--- config.mk ---
export PLATFORM = sky130hd
export DESIGN_NAME = output_vc_credit_tracker
export DESIGN_NICKNAME = d
export VERILOG_FILES = /design/src/rtl/output_vc_credit_tracker.sv
export SDC_FILE = /design/constraint.sdc
export NUM_CORES = 1
export LEC_CHECK = 0
export CELL_PAD_IN_SITES_DETAIL_PLACEMENT = 0
export CELL_PAD_IN_SITES_GLOBAL_PLACEMENT = 1
export CORE_ASPECT_RATIO = 0.75
export CORE_UTILIZATION = 44
export CTS_BUF_LIST = sky130_fd_sc_hd__clkbuf_8
export CTS_CLUSTER_DIAMETER = 120
export DETAILED_ROUTE_END_ITERATION = 8
export HOLD_SLACK_MARGIN = 0.05
export PLACE_DENSITY_LB_ADDON = 0.1
export SLEW_MARGIN = 20
export SYNTH_ARGS = -nofsm -noshare
export SYNTH_HDL_FRONTEND = slang
export SYNTH_SLANG_ARGS = --single-unit
--- constraint.sdc ---
create_clock -name clk -period 3.69 [get_ports clk]
set_input_delay 0.9225 -clock clk [delete_from_list [all_inputs] [get_ports clk]]
set_output_delay 0.9225 -clock clk [all_outputs]
set_load 0.1 [all_outputs]
--- src/rtl/output_vc_credit_tracker.sv ---
// Per-(port, VC) downstream credit counters feeding the allocator.
// Index order is vc*PORT_CNT + port across all vectors.
module output_vc_credit_tracker #(
  parameter int PORT_CNT  = 5,
  parameter int VC_NUM    = 4,
  parameter int BUF_DEPTH = 4,
  parameter int CNT_W     = 3
) (
  input  logic                         clk,
  input  logic                         rst,
  input  logic [0:PORT_CNT*VC_NUM-1]   flit_sent,
  input  logic [0:PORT_CNT*VC_NUM-1]   credit_return,
  output logic [0:PORT_CNT*VC_NUM-1]   nxt_routers_credits,
  output logic [PORT_CNT-1:0]          port_idle,
  output logic [0:PORT_CNT*VC_NUM-1]   credit_underflow,
  output logic [0:PORT_CNT*VC_NUM-1]   credit_overflow
);

  localparam int N = PORT_CNT * VC_NUM;
  localparam logic [CNT_W-1:0] FULL = CNT_W'(BUF_DEPTH);

  logic [0:N-1] full;

  for (genvar i = 0; i < N; i++) begin : g_slice
    logic [CNT_W-1:0] cnt;
    logic             dec;
    logic             inc;
    logic             empty;

    assign dec   = flit_sent[i] & ~credit_return[i];
    assign inc   = credit_return[i] & ~flit_sent[i];
    assign empty = (cnt == '0);

    // Send plus return in one cycle nets to zero, so neither flag fires.
    always_ff @(posedge clk) begin
      if (rst) begin
        cnt                 <= FULL;
        credit_underflow[i] <= 1'b0;
        credit_overflow[i]  <= 1'b0;
      end else begin
        unique case (1'b1)
          dec && !empty:  cnt <= cnt - 1'b1;
          dec && empty:   credit_underflow[i] <= 1'b1;
          inc && !full[i]: cnt <= cnt + 1'b1;
          inc && full[i]: credit_overflow[i] <= 1'b1;
          default: ;
        endcase
      end
    end

    assign full[i]                = (cnt == FULL);
    assign nxt_routers_credits[i] = ~empty;
  end

  for (genvar p = 0; p < PORT_CNT; p++) begin : g_port
    logic [VC_NUM-1:0] vc_full;
    for (genvar v = 0; v < VC_NUM; v++) begin : g_vc
      assign vc_full[v] = full[v*PORT_CNT + p];
    end
    assign port_idle[p] = &vc_full;
  end

endmodule

# Yosys cells after proc, flatten, opt, wreduce, memory -nomap -nowiden
# Index checks and enable logic that the tools add are counted.
[word_totals] regBits=100 input_bits=42 elab_cells=405
[classes] add_sub_neg=40 eq_ne=20 muxes=20 n_bitwise=100 n_reduce_logical=165
[op_table] cell="one-hot mux 3 bit (2 select lines)" n=20
[op_table] cell="logical AND 1 bit" n=80
[op_table] cell="adder 3 x 1 -> 3 bit, second input constant" n=20
[op_table] cell="equality test 3 bit, second input constant" n=20
[op_table] cell="logical NOT 3 bit" n=20
[op_table] cell="inverter 1 bit" n=60
[op_table] cell="subtractor 3 x 1 -> 3 bit, second input constant" n=20
[op_table] cell="bitwise AND 1 bit" n=40
[op_table] cell="logical NOT 1 bit" n=40
[op_table] cell="nonzero test 2 bit" n=20
[op_table] cell="AND reduction 4 bit" n=5

# Longest topological paths before layout
# Gate-level depths: netlist (run 1).
[depth] ltp_word=4 depth_mapped=7 ltp_nobuf=7

# Worst setup path before layout (run 1)
# No wires, ideal clock.
[synth_path] path_kind="flip-flop to output port" from="reg g_slice[10].cnt[0]" to="out port_idle[0]" t_arrival_ps=3560 required_time_ps=2768 setup_slack_ps=-793 stages_incl_launch_ff=4 cell_sequence="dfxtp_1 -> nor2_1 -> nand2_1 -> nor4_1"
[synth_between] elab_chain_cells=2
[synth_lines] item="start, declared" line="25" rtl="logic [CNT_W-1:0] cnt;"
[synth_lines] item="start signal, assigned" line="42" rtl="dec && !empty: cnt <= cnt - 1'b1;"
[synth_lines] item="start signal, assigned" line="44" rtl="inc && !full[i]: cnt <= cnt + 1'b1;"
[synth_lines] item="equality test 3 bit" line="51" rtl="assign full[i] = (cnt == FULL);"
[synth_lines] item="AND reduction 4 bit" line="60" rtl="assign port_idle[p] = &vc_full;"
[synth_lines] item="end, declared" line="14" rtl="output logic [PORT_CNT-1:0] port_idle,"
# No other way between the ends.

# Worst setup path in the final report (run 1)
[layout_path] from="reg g_slice[13].cnt[0]" to="out nxt_routers_credits[13] in the netlist's numbering"
[layout_between] elab_chain_cells=2
[layout_lines] item="start, declared" line="25"
[layout_lines] item="start signal, assigned" line="42"
[layout_lines] item="start signal, assigned" line="44"
[layout_lines] item="logical NOT 3 bit" line="32" rtl="assign empty = (cnt == '0);"
[layout_lines] item="inverter 1 bit" line="52" rtl="assign nxt_routers_credits[i] = ~empty;"
[layout_lines] item="end, declared" line="13" rtl="output logic [0:PORT_CNT*VC_NUM-1] nxt_routers_credits,"
# No other way between the ends.

==> results of run 1 <==
## metrics by stage
step / hold slack, ns / setup slack [ns] / utilization [%] / total power, mW
after floorplan: 0.477 / 0.386 / - / 2.61
after detailed placement: 0.452 / 0.678 / 53.5 / 2.98
final: 0.472 / 0.578 / 54.8 / 3.61
after global placement: 0.445 / 0.684 / 53.5 / 2.95
after CTS: 0.475 / 0.535 / 54.8 / 3.65
after global routing: 0.491 / 0.496 / 54.8 / 3.84
## kinds of logic after synthesis
kind of cell / Yosys count
adder cells (fa/ha/maj): 20
XOR/XNOR: 60
AND/OR/NAND/NOR: 235
flip-flops: 100
buffers and inverters: 86
AO/OA/AOI/OAI: 185
## placed cells by master (no fill, tap or decap), types with 15 or more instances in the layout
master	Yosys	layout
dfxtp_1	100	100
nor2b_1	20	20
buf_4	0	16
nor2_1	60	60
or3_1	35	35
nand3b_1	20	20
inv_1	55	58
o311ai_0	15	15
xor2_1	40	40
o211ai_1	25	25
xnor2_1	20	20
nand2_1	60	60
nand4b_1	15	15
a21oi_1	40	40
o21ai_0	40	40
a31oi_1	20	20
nand2b_4	15	15
o21a_1	20	20
a31o_1	15	15
fa_1	20	20
clkdlybuf4s50_1	0	92
## layer usage
layer | track usage [%] | wire length, um
met1 | 25.0 | 6230
met2 | 30.8 | 5940
met3 | 5.85 | 761
met4 | 5.98 | 183
met5 | 0 | 0
## cell usage after synthesis (20+ instances only)
| cell type | count | area, um2 |
|---|---|---|
| dfxtp_1 | 100 | 2000 |
| o211ai_1 | 25 | 188 |
| nor2_1 | 60 | 225 |
| a21oi_1 | 40 | 200 |
| or3_1 | 35 | 219 |
| xor2_1 | 40 | 350 |
| nor2b_1 | 20 | 125 |
| nand2_1 | 60 | 225 |
| o21ai_0 | 40 | 200 |
| fa_1 | 20 | 400 |
| o21a_1 | 20 | 150 |
| inv_1 | 55 | 206 |
| nand3b_1 | 20 | 150 |
| a31oi_1 | 20 | 125 |
| xnor2_1 | 20 | 175 |
## sequential cells by signal, summed over array words and instances (netlist names)
name / flops
credit_underflow: 20
credit_overflow: 20
g_slice.cnt: 60
## worst max-delay path, stage by stage (launching register included)
cell and delay (ns):
dfxtp_1 0.38, or3_1 0.44, clkdlybuf4s50_1 0.99
## area by class of cell
type                            count  area [um2]
Multi-Input combinational cell    500        3520
Clock buffer                       11         151
Clock inverter                      4        18.8
Tap cell                          171         214
Inverter                           56         210
Sequential cell                   100        2000
Fill cell                        1218        5900
Timing Repair Buffer              109        1050
## path summary, 6_finish.rpt
path                                        to  cells past startpoint  slack (ns)                         startpoint
min          credit_underflow[19]$_SDFFE_PP0P_                      1        0.47  credit_underflow[19]$_SDFFE_PP0P_
min reg2reg  credit_underflow[19]$_SDFFE_PP0P_                      1        0.47  credit_underflow[19]$_SDFFE_PP0P_
max reg2reg     g_slice[5].cnt[2]$_SDFFE_PP1P_                      6        1.78     g_slice[5].cnt[0]$_SDFFE_PP0P_
max                    nxt_routers_credits[13]                      2        0.58    g_slice[13].cnt[0]$_SDFFE_PP0P_
## power by group through the flow
stage | sequential (mW) | clock (mW) | combinational [mW]
after floorplan | 1.62 | 0 | 0.991
after global placement | 1.41 | 0 | 1.54
after detailed placement | 1.42 | 0 | 1.56
after CTS | 1.39 | 0.688 | 1.57
after global routing | 1.43 | 0.723 | 1.69
final | 1.39 | 0.652 | 1.56
==> flow_summary.json, run 1 <==
{
  "ys.warnings.count": 0,
  "p_int_mw": 1.98,
  "post_cts_buffers": 0,
  "yosys_register_bits": 100,
  "p_clk_share_pct": 18.1,
  "clock_latency_ns": 0.38,
  "seqPwrFrac_pct": 38.7,
  "grt_max_degree": 56,
  "syn-num-nets": 748,
  "postPlaceCellArea_mm2": 0.00699,
  "layout-drive-gt1-share_pct": 6.28,
  "cp-end-kind": "output port",
  "critPathMaxFanout": 6,
  "hold_violations": 0,
  "routabilityCongestion": 0.858,
  "outcome": "complete, no violations",
  "grt_pass1_vias": 4532,
  "htreeDepth": 3,
  "yosysSeqAreaShare_pct": 33.7,
  "skew_ns": 0.00661,
  "worstSetupPathType": "reg -> out",
  "nets": 838,
  "via_per_inst": 5.33,
  "power_density_mw_per_mm2": 504,
  "drv_slew": 0,
  "max_freq_ghz": 0.321,
  "grt_usage_pct": 19.3,
  "portBuffers": 106,
  "antenna_found_initial": 0,
  "core_area_mm2": 0.0131,
  "synthFlopType": "dfxtp_1",
  "num_rows": 36,
  "grt_pass1_wl_mm": 21.1,
  "critPathRequiredTime_ns": 2.77,
  "drv_cap": 0,
  "fin_cells": 951,
  "drt_first_pass_iters": 4,
  "dp_hpwl_mm": 9.52,
  "p_leak_nw": 2.64,
  "synth_top_family_by_area": "simple AND/OR/NAND/NOR gates",
  "wl_mm": 13.1,
  "netlist_area_mm2": 0.00594,
  "synth_fa_ha_area_share_pct": 6.74,
  "diodes": 0,
  "synthCells": 686,
  "setup_tns_ns": 0,
  "clock_sinks": 100,
  "postRouteAntennaNets": 0,
  "dp_cells": 936,
  "power.switching_mw": 1.62,
  "fin_crit_sh_pct": 84.3,
  "start_kind": "flip-flop",
  "synth.distinct_cells": 29,
  "setup_viol": 0,
  "initial_utilization_pct": 45.5,
  "vias": 5066,
  "synth_simple_gate_area_share_pct": 22.6,
  "globalRoute.totalOverflow": 0,
  "ctsRootBufferMaster": "clkbuf_8",
  "clk_pin_slew_worst_paths_ns": 0.09,
  "die_y_um": 103,
  "ys_async_sr_fraction_pct": 0,
  "syn_area_per_cell_um2": 8.66,
  "cts_hold_buffers": 0,
  "synth-compound-area-share_pct": 20.4,
  "area_growth_pct": 20.5,
  "combinationalPowerShare_pct": 43.3,
  "wl_per_cell_um": 13.8,
  "rsz0062_at_grt": "false",
  "synth.mux.area_fraction_pct": 0,
  "ctsResizeCount": 0,
  "tritoncts": "yes",
  "arrival_ns": 2.19,
  "cts_buffers": 9,
  "min_path_type": "reg -> reg",
  "die_w_um": 136,
  "ir_drop_v": 0.000318,
  "switching_share_pct": 45.0,
  "synth_edf_count": 0,
  "drc": 0,
  "finalCriticalPeriod_ns": 3.11,
  "layout.cell_area.non_filler_mm2": 0.00716,
  "die_area_mm2": 0.0140,
  "cts_buffer_depth": 2,
  "synth-xor-area-share_pct": 8.85,
  "io_pins": 107,
  "slew_headroom_pct": 34.0,
  "initialDrtViolationCount": 168,
  "worst_pin_slew_ns": 0.987
}
(Power assumes the default switching activity.)
==> run 2: changes to the inputs <==
--- a/config.mk
+++ b/config.mk
@@ -8,7 +8,7 @@
 export CELL_PAD_IN_SITES_DETAIL_PLACEMENT = 0
 export CELL_PAD_IN_SITES_GLOBAL_PLACEMENT = 1
 export CORE_ASPECT_RATIO = 0.75
-export CORE_UTILIZATION = 44
+export CORE_UTILIZATION = 37
 export CTS_BUF_LIST = sky130_fd_sc_hd__clkbuf_8
 export CTS_CLUSTER_DIAMETER = 120
 export DETAILED_ROUTE_END_ITERATION = 8
==> constraint.sdc (replaced) <==
create_clock -name clk -period 2.8 [get_ports clk]
set_input_delay 0.7 -clock clk [delete_from_list [all_inputs] [get_ports clk]]
set_output_delay 0.7 -clock clk [all_outputs]
set_load 0.1 [all_outputs]
==> run 2 against run 1 <==
Hold slack improved by 0.0028 ns. Cell count up 7.3%. Sequential power is 32% higher. Power is 39% higher. Non-clock buffer count rose by 34. Routed wire length rose by 9.5%. Global-route usage is 0.83 points lower. Critical path depth increased by 2. Sequential share of layout area shrank 1.2 points. Register-to-register slack worse by 0.95 ns. First-iteration DRC count rose by 12%. Core utilization decreased by 6.5 points. Critical endpoint is now port_idle[0]. Largest power group unchanged. Highest routed layer is now met5.
==> flow_summary.json, run 2 (synthesized netlist as in run 1, its figures left out) <==
{
  "outcome": "complete, no violations",
  "fin_cells": 1020,
  "largest_reg_flops": 60,
  "num_rows": 39,
  "clock_sinks": 100,
  "die_y_um": 112,
  "cts_hold_buffers": 0,
  "initial_utilization_pct": 38.4,
  "wl_per_cell_um": 14.1,
  "postRouteAntennaNets": 0,
  "crit_chain": "nor2_1, nand2_1, nor4_4, buf_12",
  "slowest_stage": "dfxtp_1",
  "grt_max_degree": 56,
  "top_regs": "g_slice.cnt x60, credit_overflow x20, credit_underflow x20",
  "nets": 872,
  "grt_pass1_wl_mm": 24.5,
  "vias": 5232,
  "clock_latency_ns": 0.37,
  "io_pins": 107,
  "layout.cell_area.non_filler_mm2": 0.00748,
  "highest_layer": "met5",
  "tritoncts": "yes",
  "rsz0062_at_grt": "false",
  "p_leak_nw": 2.91,
  "skew_ns": 0.00922,
  "worstSetupPathType": "reg -> out",
  "cts_buffers": 9,
  "ctsRootBufferMaster": "clkbuf_8",
  "cp_num_buf_inv": 1,
  "htreeDepth": 3,
  "holdWs_ns": 0.474,
  "cp-end-kind": "output port",
  "multiInputGateArea_mm2": 0.00356,
  "wl_mm": 14.4,
  "wl_met1_mm": 6.82,
  "top_register": "g_slice.cnt",
  "seqPwrFrac_pct": 36.6,
  "worstReg2RegStart": "g_slice[17].cnt[0]$_SDFFE_PP0P_",
  "critPathMaxFanout": 6,
  "critPathLaunch": "g_slice[0].cnt[0]$_SDFFE_PP0P_",
  "min_path_type": "reg -> reg",
  "die_w_um": 148,
  "hold_violations": 0,
  "wl_met2_mm": 6.66,
  "via_per_inst": 5.13,
  "arrival_ns": 1.82,
  "ctsResizeCount": 0,
  "portBuffers": 106,
  "path_depth": 4,
  "area_growth_pct": 25.9,
  "dp_hpwl_mm": 10.6,
  "drv_slew": 0,
  "final_cell_mix": "dfxtp_1, buf_4, nand2_1, nor2_1, inv_1",
  "holdPathStages": 1,
  "grt_usage_pct": 18.4,
  "max_freq_ghz": 0.397,
  "dpl_worst_slack_ns": 0.145,
  "postPlaceCellArea_mm2": 0.00727,
  "layout-drive-gt1-share_pct": 16.9,
  "route.met3.wl_um": 723,
  "grt_pass1_vias": 5193,
  "finalCriticalPeriod_ns": 2.52,
  "r2r_end": "g_slice[17].cnt[2]$_SDFFE_PP1P_",
  "r2r_cells": 6,
  "globalRoute.totalOverflow": 0,
  "setup.worst_path.end": "port_idle[0]",
  "antenna_found_initial": 1,
  "switching_share_pct": 44.5,
  "max_stage_delay_ns": 0.38,
  "die_area_mm2": 0.0166,
  "ff_latch_area_mm2": 0.00200,
  "core_area_mm2": 0.0155,
  "drv_cap": 0,
  "fillers": 1477,
  "p_clk_share_pct": 19.5,
  "setup_tns_ns": 0,
  "dp_cells": 1004,
  "initialDrtViolationCount": 188,
  "reg2reg_slack_ns": 0.83,
  "start_kind": "flip-flop",
  "fin_crit_sh_pct": 89.9,
  "layout_setup_ws_ns": 0.283,
  "p_int_mw": 2.79,
  "critPathRequiredTime_ns": 2.10,
  "slew_headroom_pct": 53.1,
  "diodes": 0,
  "cts_buffer_depth": 2,
  "clk_pin_slew_worst_paths_ns": 0.10,
  "power.switching_mw": 2.24,
  "power_density_mw_per_mm2": 672,
  "crit_family": "simple AND/OR/NAND/NOR gates",
  "ir_drop_v": 0.000324,
  "combinationalPowerShare_pct": 43.9,
  "drc": 0,
  "worst_pin_slew_ns": 0.703,
  "routabilityCongestion": 0.807,
  "drt_first_pass_iters": 4,
  "post_cts_buffers": 0,
  "setup_viol": 0,
  "hp-start": "credit_underflow[7]$_SDFFE_PP0P_",
  "layout_commonest_cell": "dfxtp_1"
}
[run 2: worst min path at each step]
stage	end	slack, ns
after floorplan	g_slice[10].cnt[1]$_SDFFE_PP0P_	0.48
after global placement	credit_underflow[0]$_SDFFE_PP0P_	0.45
after detailed placement	credit_underflow[7]$_SDFFE_PP0P_	0.46
after CTS	credit_underflow[7]$_SDFFE_PP0P_	0.48
after global routing	credit_underflow[6]$_SDFFE_PP0P_	0.49
final	credit_underflow[7]$_SDFFE_PP0P_	0.47
[run 2: per-layer routing]
layer / vias to the layer above / track usage [%]
li1: 2631 / -
met1: 2484 / 23.7
met2: 101 / 30.4
met3: 14 / 4.84
met4: 2 / 5.15
met5: - / 0
[run 2: cell type report]
cell class	instances	share of cell area [%]
clock buffer	11	2.02
multi-input combinational	500	47.6
timing repair buffer	143	16.7
inverter	56	2.81
sequential	100	26.8
clock inverter	5	0.686
tap	205	3.43
[run 2: stage by stage]
stage | util [%] | power, mW
CTS | 48.3 | 5.10
detailed placement | 47.0 | 4.08
global placement | 47.0 | 4.04
finish | 48.3 | 5.02
floorplan | - | 3.49
global route | 48.3 | 5.37
[run 2: power groups by stage]
| stage | Sequential [mW] | Combinational (mW) | Clock, mW |
|---|---|---|---|
| detailed placement | 1.87 | 2.21 | 0 |
| finish | 1.84 | 2.21 | 0.980 |
| global route | 1.88 | 2.40 | 1.09 |
| CTS | 1.84 | 2.22 | 1.04 |
| floorplan | 2.13 | 1.35 | 0 |
| global placement | 1.86 | 2.17 | 0 |
